## src/rtl/fifo_ctrl_pkg.sv

```systemverilog
// Shared constants, FSM encoding and helpers for the FIFO write-side controller.
package fifo_ctrl_pkg;

    localparam int FIFO_DEPTH = 8;
    localparam int DATA_W     = 32;

    typedef enum logic [1:0] {
        ST_IDLE = 2'd0,
        ST_RUN  = 2'd1,
        ST_FULL = 2'd2
    } state_t;

    // Round-robin successor: the index after the winner becomes top priority.
    function automatic int rr_next(input int idx, input int n);
        return (idx + 1 >= n) ? 0 : idx + 1;
    endfunction

endpackage

```

## src/rtl/rr_pick.sv

```systemverilog
// Combinational round-robin selector: first asserted req at or above ptr, wrapping.
module rr_pick #(
    parameter int N     = 4,
    parameter int PTR_W = 2
) (
    input  logic [N-1:0]     req,
    input  logic [PTR_W-1:0] ptr,
    input  logic             enable,
    output logic [N-1:0]     gnt,
    output logic [PTR_W-1:0] idx,
    output logic             valid
);

    int   cand;
    logic found;

    always_comb begin
        // NOTE: every variable gets a default before the search so no path leaves one unassigned (no latch).
        gnt   = '0;
        idx   = '0;
        found = 1'b0;
        cand  = 0;
        for (int i = 0; i < N; i++) begin
            cand = int'(ptr) + i;
            if (cand >= N) begin
                cand = cand - N;
            end
            if (enable && !found && req[cand]) begin
                found     = 1'b1;
                gnt[cand] = 1'b1;
                idx       = PTR_W'(cand);
            end
        end
    end

    assign valid = found;

endmodule

```

## src/rtl/fifo_wr_arbiter.sv

```systemverilog
// Round-robin write-port arbiter with credit-style occupancy tracking for the shared FIFO.
module fifo_wr_arbiter #(
    parameter int NUM_REQ = 4,
    parameter int DATA_W  = fifo_ctrl_pkg::DATA_W,
    parameter int DEPTH   = fifo_ctrl_pkg::FIFO_DEPTH,
    parameter int LVL_W   = $clog2(DEPTH) + 1
) (
    input  logic                      clk1,
    input  logic                      rst,
    input  logic                      en,
    input  logic [NUM_REQ-1:0]        req,
    input  logic [NUM_REQ*DATA_W-1:0] req_data,
    output logic [NUM_REQ-1:0]        gnt,
    output logic                      fifo_wrt,
    output logic [DATA_W-1:0]         fifo_data_in,
    input  logic                      rd_done,
    output logic [LVL_W-1:0]          level,
    output logic                      full,
    output logic                      empty,
    output logic [1:0]                state,
    output logic                      err_udf
);

    import fifo_ctrl_pkg::*;

    localparam int               PTR_W    = (NUM_REQ > 1) ? $clog2(NUM_REQ) : 1;
    localparam logic [LVL_W-1:0] LVL_FULL = LVL_W'(DEPTH);

    state_t             state_q;
    state_t             state_d;
    logic               pick_en;
    logic [PTR_W-1:0]   ptr_q;
    logic [PTR_W-1:0]   pick_idx;
    logic               accept;
    logic               pop;
    logic               underflow;
    logic [LVL_W-1:0]   level_q;
    logic [LVL_W-1:0]   level_d;
    logic               full_q;
    logic               empty_q;
    logic               err_q;
    logic               wrt_q;
    logic [DATA_W-1:0]  data_q;

    rr_pick #(
        .N     (NUM_REQ),
        .PTR_W (PTR_W)
    ) u_pick (
        .req    (req),
        .ptr    (ptr_q),
        .enable (pick_en),
        .gnt    (gnt),
        .idx    (pick_idx),
        .valid  (accept)
    );

    // A pop only counts when there is something to pop; otherwise it is an underflow.
    assign pop       = rd_done && (level_q != '0);
    assign underflow = rd_done && (level_q == '0);

    always_comb begin
        level_d = level_q;
        if (accept && !pop) begin
            level_d = level_q + 1'b1;
        end else if (!accept && pop) begin
            level_d = level_q - 1'b1;
        end
    end

    always_ff @(posedge clk1) begin
        // NOTE: sequential state uses non-blocking assignments so every register samples pre-edge values.
        if (rst) begin
            state_q <= ST_IDLE;
        end else begin
            state_q <= state_d;
        end
    end

    always_comb begin
        state_d = state_q;
        if (!en) begin
            state_d = ST_IDLE;
        end else begin
            case (state_q)
                ST_IDLE: state_d = (level_q == LVL_FULL) ? ST_FULL : ST_RUN;
                ST_RUN:  if (level_d == LVL_FULL) state_d = ST_FULL;
                ST_FULL: if (level_d < LVL_FULL) state_d = ST_RUN;
                default: state_d = ST_IDLE;
            endcase
        end
    end

    // Grants only in RUN with room left; en and rst also gate so a dropped en or a reset cycle issues nothing.
    always_comb begin
        pick_en = 1'b0;
        if (!rst && en && (state_q == ST_RUN) && (level_q < LVL_FULL)) begin
            pick_en = 1'b1;
        end
    end

    always_ff @(posedge clk1) begin
        if (rst) begin
            ptr_q   <= '0;
            level_q <= '0;
            full_q  <= 1'b0;
            empty_q <= 1'b1;
            err_q   <= 1'b0;
            wrt_q   <= 1'b0;
            // NOTE: the write-data register is reset too; it is a single visible register, not a storage array.
            data_q  <= '0;
        end else begin
            level_q <= level_d;
            full_q  <= (level_d == LVL_FULL);
            empty_q <= (level_d == '0);
            wrt_q   <= accept;
            if (underflow) begin
                err_q <= 1'b1;
            end
            if (accept) begin
                ptr_q  <= PTR_W'(rr_next(int'(pick_idx), NUM_REQ));
                data_q <= req_data[int'(pick_idx)*DATA_W +: DATA_W];
            end
        end
    end

    assign fifo_wrt     = wrt_q;
    assign fifo_data_in = data_q;
    assign level        = level_q;
    assign full         = full_q;
    assign empty        = empty_q;
    assign state        = state_q;
    assign err_udf      = err_q;

endmodule

```

## config.mk

```make
export PLATFORM = sky130hd
export DESIGN_NAME = fifo_wr_arbiter
export DESIGN_NICKNAME = d
export VERILOG_FILES = /design/src/rtl/fifo_ctrl_pkg.sv /design/src/rtl/rr_pick.sv /design/src/rtl/fifo_wr_arbiter.sv
export SDC_FILE = /design/constraint.sdc
export NUM_CORES = 1
export LEC_CHECK = 0
export CORE_MARGIN = 4
export CORE_UTILIZATION = 39
export DETAILED_ROUTE_END_ITERATION = 10
export PLACE_DENSITY = 0.79
export SKIP_CTS_REPAIR_TIMING = 1
export SYNTH_ARGS = -nofsm -noshare
export SYNTH_HDL_FRONTEND = slang
export SYNTH_SLANG_ARGS = --single-unit
```

## constraint.sdc

```tcl
create_clock -name clk1 -period 3.4 [get_ports clk1]
set_input_delay 0.34 -clock clk1 [delete_from_list [all_inputs] [get_ports clk1]]
set_output_delay 0.34 -clock clk1 [all_outputs]
set_load 0.1 [all_outputs]
```

==> results.md <==
* PwrDens at 547.4 nW/um^2
* Routed via count at about 5200
* Worst path slowest cell: mux4_2
* Syn Inst Count at around 560
* Top_reg_cell synth: dfxtp_1
* Fraction of registers with async set/reset at 0
* Storage cell area at roughly 900 sq um
* Final net count at 869
* Logic pwr share at 0.608
* First-pass GRT wire length at 24940 microns
* Antenna Nets Post-Route at 0
* Clk Latency, worst-skew pair at between 0.3 and 0.4 ns
* Sequential-to-total area share from yosys stat at 0.2203
* Post-synth top area share at 0.2203
* WHS Path Cells at 2
* Worst min-delay path class: reg2reg
* Critical path class: reg2reg
* Die width at ~110 microns
* Syn nets at a little over 700
* Final worst-path cycle share at 0.9321
* Finished Cell Area at 6196 sq um
* Final Util at 0.6281
* Startpoint class of the critical path: register
* Die Ht at between 100 and 150 microns
* Clock Tree Buf Depth at 2
* Multi-input gate area at roughly 2800 sq um
* Area contributors post-synth: dfxtp_1, nor2_1, a311oi_1, a211oi_1, a22oi_1
* Synth Warn # at 0
* Gr usage total at 0.2583
* Post-synth top cells: nor2_1, nand2_1, dfxtp_1, nand3_1, inv_1
* Post-synth EDFFs at 0
* Vias in the first global route at slightly above 5000
* CTS tree: yes
* HPWL after DPL at between 10000 and 15000 microns
* Maximum vdd ir drop at just over 0.0004 V
* Largest net degree at the start of global routing at just under 70
* Site row count at 36
* Clock share of power at 0.171
* Fin crit period at between 3 and 4 ns
* Fill cells at approximately 830
* Num CTS Buffers at 5
* Max incr delay on CP at around 0.63 ns
* Avg Inst Size Synth at between 7 and 8 sq um
* Worst-margin pin slew at 1.016 ns
* Leak Pwr at between 2 and 2.5 nW
* Endpoint class of the critical path: register
* Post-Route WL at approximately 16000 microns
* Root Buffer: clkbuf_8
* Synth Cell Area at between 3000 and 4000 sq um
* GRT overflow at 0
* # DRC at 0
* Net Sw Frac at 0.5141
* Initial antenna violation count at 0
* Fin Setup TNS at 0 ns
* H-tree depth at 2
* Slew Limit Fails at 0
* Final Skew at about 0.0048 ns
* Wirelength per Cell at between 15 and 20 microns
* Clock-pin slew on the worst setup and hold paths at 0.09 ns
* Initial drt markers at between 300 and 400
* Area growth from synthesis to layout at 54.99%
* Area post-placement at approximately 6000 sq um
* Layout cells sized above 1 at 0.08840
* Unrepaired setup endpoints after global routing: no
* Final Setup Violations at 0
* GPL Wtd Cong at approximately 0.91
* Sink Count at between 40 and 50
* DR vias/cell at ~6
* Pre-Repair DR Iteration Count at 5
* Status: finished, final reports clean
* Yosys reg bits at 44
* Cell Int Power at between 1.5 and 2 mW
* Port bufs at about 180
* Boundary pin count at approximately 180
* P_sw at approximately 1.7 mW
* Die area at 11930 sq um
* R2R cell count at 9
* Seq pwr share at 0.222
* Crit path DAT at about 3.4 ns
* CP cell instances: inv_1 > ha_1 > mux4_2 > or4_4 > nand2_4 > buf_12 > o21ai_0 > a311oi_1 > a22oi_1
* Antenna diode count at 0
* Max transition margin at 0.3206
* Hold Violations, Final at 0
* Fmax at roughly 0.32 GHz
* Worst Path Required at approximately 3.6 ns
* Most common cell in the synthesized netlist: nor2_1
* CP max FO at 28
* Initial Utilization at 0.4053
* Core Region at about 9900 sq um
* Count of cell types in the netlist at 60
* Max capacitance violation total at 0
* Synth area leader: dfxtp_1
critical path: cells and delay by family (launching register included):
| kind | cells | cell delay (ns) |
|---|---|---|
| flip-flops | 1 | 0.34 |
| adder cells (fa/ha/maj) | 1 | 0.38 |
| AO/OA/AOI/OAI | 3 | 0.58 |
| multiplexers | 1 | 0.63 |
| AND/OR/NAND/NOR | 2 | 0.79 |
| buffers and inverters | 2 | 0.31 |
cells in the final DEF, fill, tap and decap left out, types with 2 or more instances in the layout:
| cell type | synthesis | routed |
|---|---|---|
| o21ai_2 | 4 | 4 |
| a41oi_1 | 5 | 5 |
| ha_1 | 10 | 10 |
| mux2_2 | 3 | 3 |
| nand3_1 | 36 | 35 |
| nor3_1 | 31 | 31 |
| nand3b_1 | 2 | 2 |
| a211oi_1 | 31 | 31 |
| nand2_1 | 48 | 48 |
| clkbuf_8 | 0 | 5 |
| mux2_1 | 3 | 3 |
| a21o_1 | 2 | 2 |
| buf_4 | 1 | 21 |
| o21ai_1 | 17 | 17 |
| a311oi_1 | 28 | 28 |
| mux4_2 | 4 | 4 |
| a21oi_1 | 14 | 14 |
| o21ai_0 | 13 | 13 |
| nor2b_1 | 3 | 2 |
| and2_1 | 2 | 2 |
| buf_12 | 2 | 8 |
| nand2b_1 | 8 | 8 |
| xnor2_1 | 3 | 3 |
| o211ai_1 | 8 | 8 |
| clkdlybuf4s50_1 | 0 | 176 |
| inv_1 | 32 | 32 |
| bufinv_16 | 0 | 3 |
| a221o_1 | 4 | 4 |
| a2bb2oi_1 | 2 | 2 |
| a21boi_0 | 2 | 2 |
| a31oi_1 | 27 | 27 |
| and3_1 | 2 | 2 |
| a22oi_1 | 29 | 29 |
| nor4_1 | 2 | 2 |
| nor2_1 | 67 | 67 |
| dfxtp_1 | 44 | 44 |
logic make-up after synthesis:
kind of cell | Yosys count | synth area share
AND/OR/NAND/NOR | 210 | 0.2441
AO/OA/AOI/OAI | 198 | 0.3593
buffers and inverters | 83 | 0.09640
flip-flops | 44 | 0.2203
multiplexers | 11 | 0.04194
adder cells (fa/ha/maj) | 10 | 0.03130
XOR/XNOR | 3 | 0.006574
power groups by stage:
stage	clock network, mW	logic [mW]	registers (mW)
CTS	0.584	2.05	0.751
finish	0.578	2.06	0.752
floorplan	0	0.611	1.62
global route	0.600	2.16	0.770
global placement	0	2.01	0.759
detailed placement	0	2.04	0.760
per-layer routing:
metal / GRT usage / wire length (microns)
met1: 0.3147 / 6174
met2: 0.4474 / 8016
met3: 0.04618 / 1363
met4: 0.1060 / 518
met5: 0 / 0
path summary, 6_finish.rpt:
check | from | endpoint | slack (ns)
max | ptr_q[1]$_SDFFE_PP0P_ | fifo_data_in[15]$_SDFFE_PP0P_ | 0.23
min reg2reg | err_udf$_SDFFE_PP0P_ | err_udf$_SDFFE_PP0P_ | 0.49
max reg2reg | ptr_q[1]$_SDFFE_PP0P_ | fifo_data_in[15]$_SDFFE_PP0P_ | 0.23
min | err_udf$_SDFFE_PP0P_ | err_udf$_SDFFE_PP0P_ | 0.49
sequential cells by signal, summed over array words and instances, names as in the netlist, named ones only:
| name | count |
|---|---|
| fifo_data_in | 32 |
| level | 4 |
| state | 2 |
| empty | 1 |
| err_udf | 1 |
| fifo_wrt | 1 |
| full | 1 |
| ptr_q | 1 |
cell type report:
class                      count  share of cell area
multi-input combinational    432              0.4467
timing repair buffer         207              0.3382
sequential                    44              0.1422
tap                          133             0.02686
inverter                      33             0.02040
clock inverter                 3             0.01454
clock buffer                   5             0.01111
through the flow:
stage	hold slack [ns]	total power, mW	cells	worst slack (ns)
3_5_place_dp	0.4704	2.805	848	0.1479
2_1_floorplan	0.4807	2.232	559	0.05909
5_1_grt	0.5155	3.528	857	0.05791
4_1_cts	0.4960	3.387	856	0.1437
3_3_place_gp	0.4536	2.768	848	0.2396
6_report	0.4869	3.391	857	0.2309
Note: power is estimated with default switching activity, not from simulation.
==> variant (same settings) <==
The parameter `NUM_REQ` goes from 4 to 2.
--- a/src/rtl/fifo_wr_arbiter.sv
+++ b/src/rtl/fifo_wr_arbiter.sv
@@ -2,3 +2,3 @@
 module fifo_wr_arbiter #(
-    parameter int NUM_REQ = 4,
+    parameter int NUM_REQ = 2,
     parameter int DATA_W  = fifo_ctrl_pkg::DATA_W,
Interface: changed (resized gnt, req and req_data); port bits go from 182 to 114. The function was not compared with the original's and may differ.
==> variant against the unedited design <==
Fmax is 35% higher. Total power is 45% lower. Global-route usage is 9.5 points lower. Combinational power is 53% lower. Area after synthesis is 50% lower. Final area is 47% lower. Sequential cell count is 1 lower. Register-to-register slack better by 970 ps. Routed wire length is 67% lower. Worst setup slack better by 830 ps. Critical endpoint is now gnt[0]. Largest power group unchanged.
==> variant: results (changes against the unedited design) <==
The run finished with clean final reports. The length of the first detailed-routing pass in iterations came out at 4 (-1). The sum of net half-perimeters after detailed placement is 4007 um (-66%). The count of inverters not on the clock network in the layout is 3 (-91%). The share of the synthesized area in compound gates (AO/OA/AOI/OAI) was 19.52% (-16 points). The layout net count was 391 (-55%). The wire length per cell came out at 13.61 um (-27%). The all-layer global routing usage is 16.32% (-9.5 points). The DRC marker count from the first detailed-route iteration is 52 (-86%). The maximum fanout along the worst path was 17 (-39%). The worst endpoint data arrival time is 2000 ps (-1360 ps). The maximum number of pins on one net before global-route repair is 45 (-34%). The net switching power came out at 0.8541 mW (-51%). The xor and xnor area share after synthesis came out at 0.8788% (+0.22 points). The number of global-route vias before repair is 1,765 (-66%). The fraction of area in clock buffers and inverters is 2.198% (-0.37 points).

The worst IR drop on VDD is 323.0 uV (-22%). The number of input and output port buffers inserted came out at 113 (-38%). In this run the critical register-to-register path is captured at empty. Tracing the worst setup path back leads to its startpoint at req[0]. The share of cell area taken by flip-flops and latches is 26.07% (+12 points). The count of different cell masters after synthesis is 37 (-38%). The logic depth of the worst register-to-register path is 8 (-1). The fraction of the yosys area taken by sequential cells is 43.19% (+21 points). The worst clock skew on the final layout came out at 6.074 ps (+1.285 ps). The combinational power came out at 0.967 mW (-53%).

The register clock-pin slew on the reported worst setup and hold paths is 70 ps (-20 ps). The later-pin clock latency in the skew report was 280 ps (-30 ps). The worst reg-to-reg setup slack is 1200 ps (+970 ps). The clock sink count came to 43 (-2.3%). Yosys attributes the largest share of cell area to dfxtp_1, mux2i_1, a211oi_1. The proportion of synthesized area in mux cells is 16.07% (+12 points). The global-route wire length before repair is 8135 um (-67%). The number of ordinary and repair buffers in the finished layout came out at 117 (-43%). Counting instances in the post-synthesis netlist gives the leading cell types as dfxtp_1, nor2_1, a211oi_1.

The average via count per standard cell came out at 4.857 (-21%). The share of final-layout standard cells stronger than drive strength 1 came out at 6.604% (-2.2 points). The cell leakage power came to 1.280 nW (-45%).
-- variant: cell types whose count changed after synthesis, moves of 27 or more --
cell,change
a22oi_1,-29
nor3_1,-27
nor2_1,-30
inv_1,-29
nand2_1,-46
nand3_1,-35
a31oi_1,-27
mux2i_1,+31
a311oi_1,-27
-- variant: logic make-up (layout without fill, tap and decap cells) --
group | Yosys count | in the layout
multiplexers | 32 | 32
XOR/XNOR | 2 | 2
adder cells (fa/ha/maj) | 2 | 2
AND/OR/NAND/NOR | 62 | 62
flip-flops | 43 | 43
AO/OA/AOI/OAI | 51 | 51
buffers and inverters | 18 | 126
-- variant: critical path, stage by stage --
cell,delay (ps)
clkdlybuf4s50_1,510
inv_1,80
o21ai_4,570
and3_1,310
buf_12,190
-- variant: how the worst min path moves through the flow --
stage | start | end | slack [ps] | cells after the start
2_1_floorplan | ptr_q | ptr_q | 470 | 2
6_report | err_udf | err_udf | 490 | 2
3_3_place_gp | err_udf | err_udf | 460 | 2
3_5_place_dp | err_udf | err_udf | 470 | 2
5_1_grt | fifo_data_in[27] | fifo_data_in[27] | 510 | 2
4_1_cts | err_udf | err_udf | 490 | 2
-- variant: per-stage QoR --
stage | power [mW] | std cells | util [%] | setup slack (ps) | hold WS (ps)
after floorplan | 1.336 | 210 | - | 452.5 | 465.4
final | 1.871 | 385 | 68.10 | 1060 | 487.4
after detailed placement | 1.601 | 379 | 66.61 | 890.8 | 471.1
after global placement | 1.590 | 379 | 66.61 | 915.9 | 459.6
after CTS | 1.890 | 385 | 68.10 | 1050 | 491.6
after global routing | 1.974 | 385 | 68.10 | 958.6 | 513.8
-- variant: routing by layer --
metal	track usage [%]	wire length (um)	up-vias
li1	-	-	979
met1	18.76	2171	817
met2	26.96	2545	70
met3	7.562	476	4
met4	4.811	46	0
met5	0	0	-
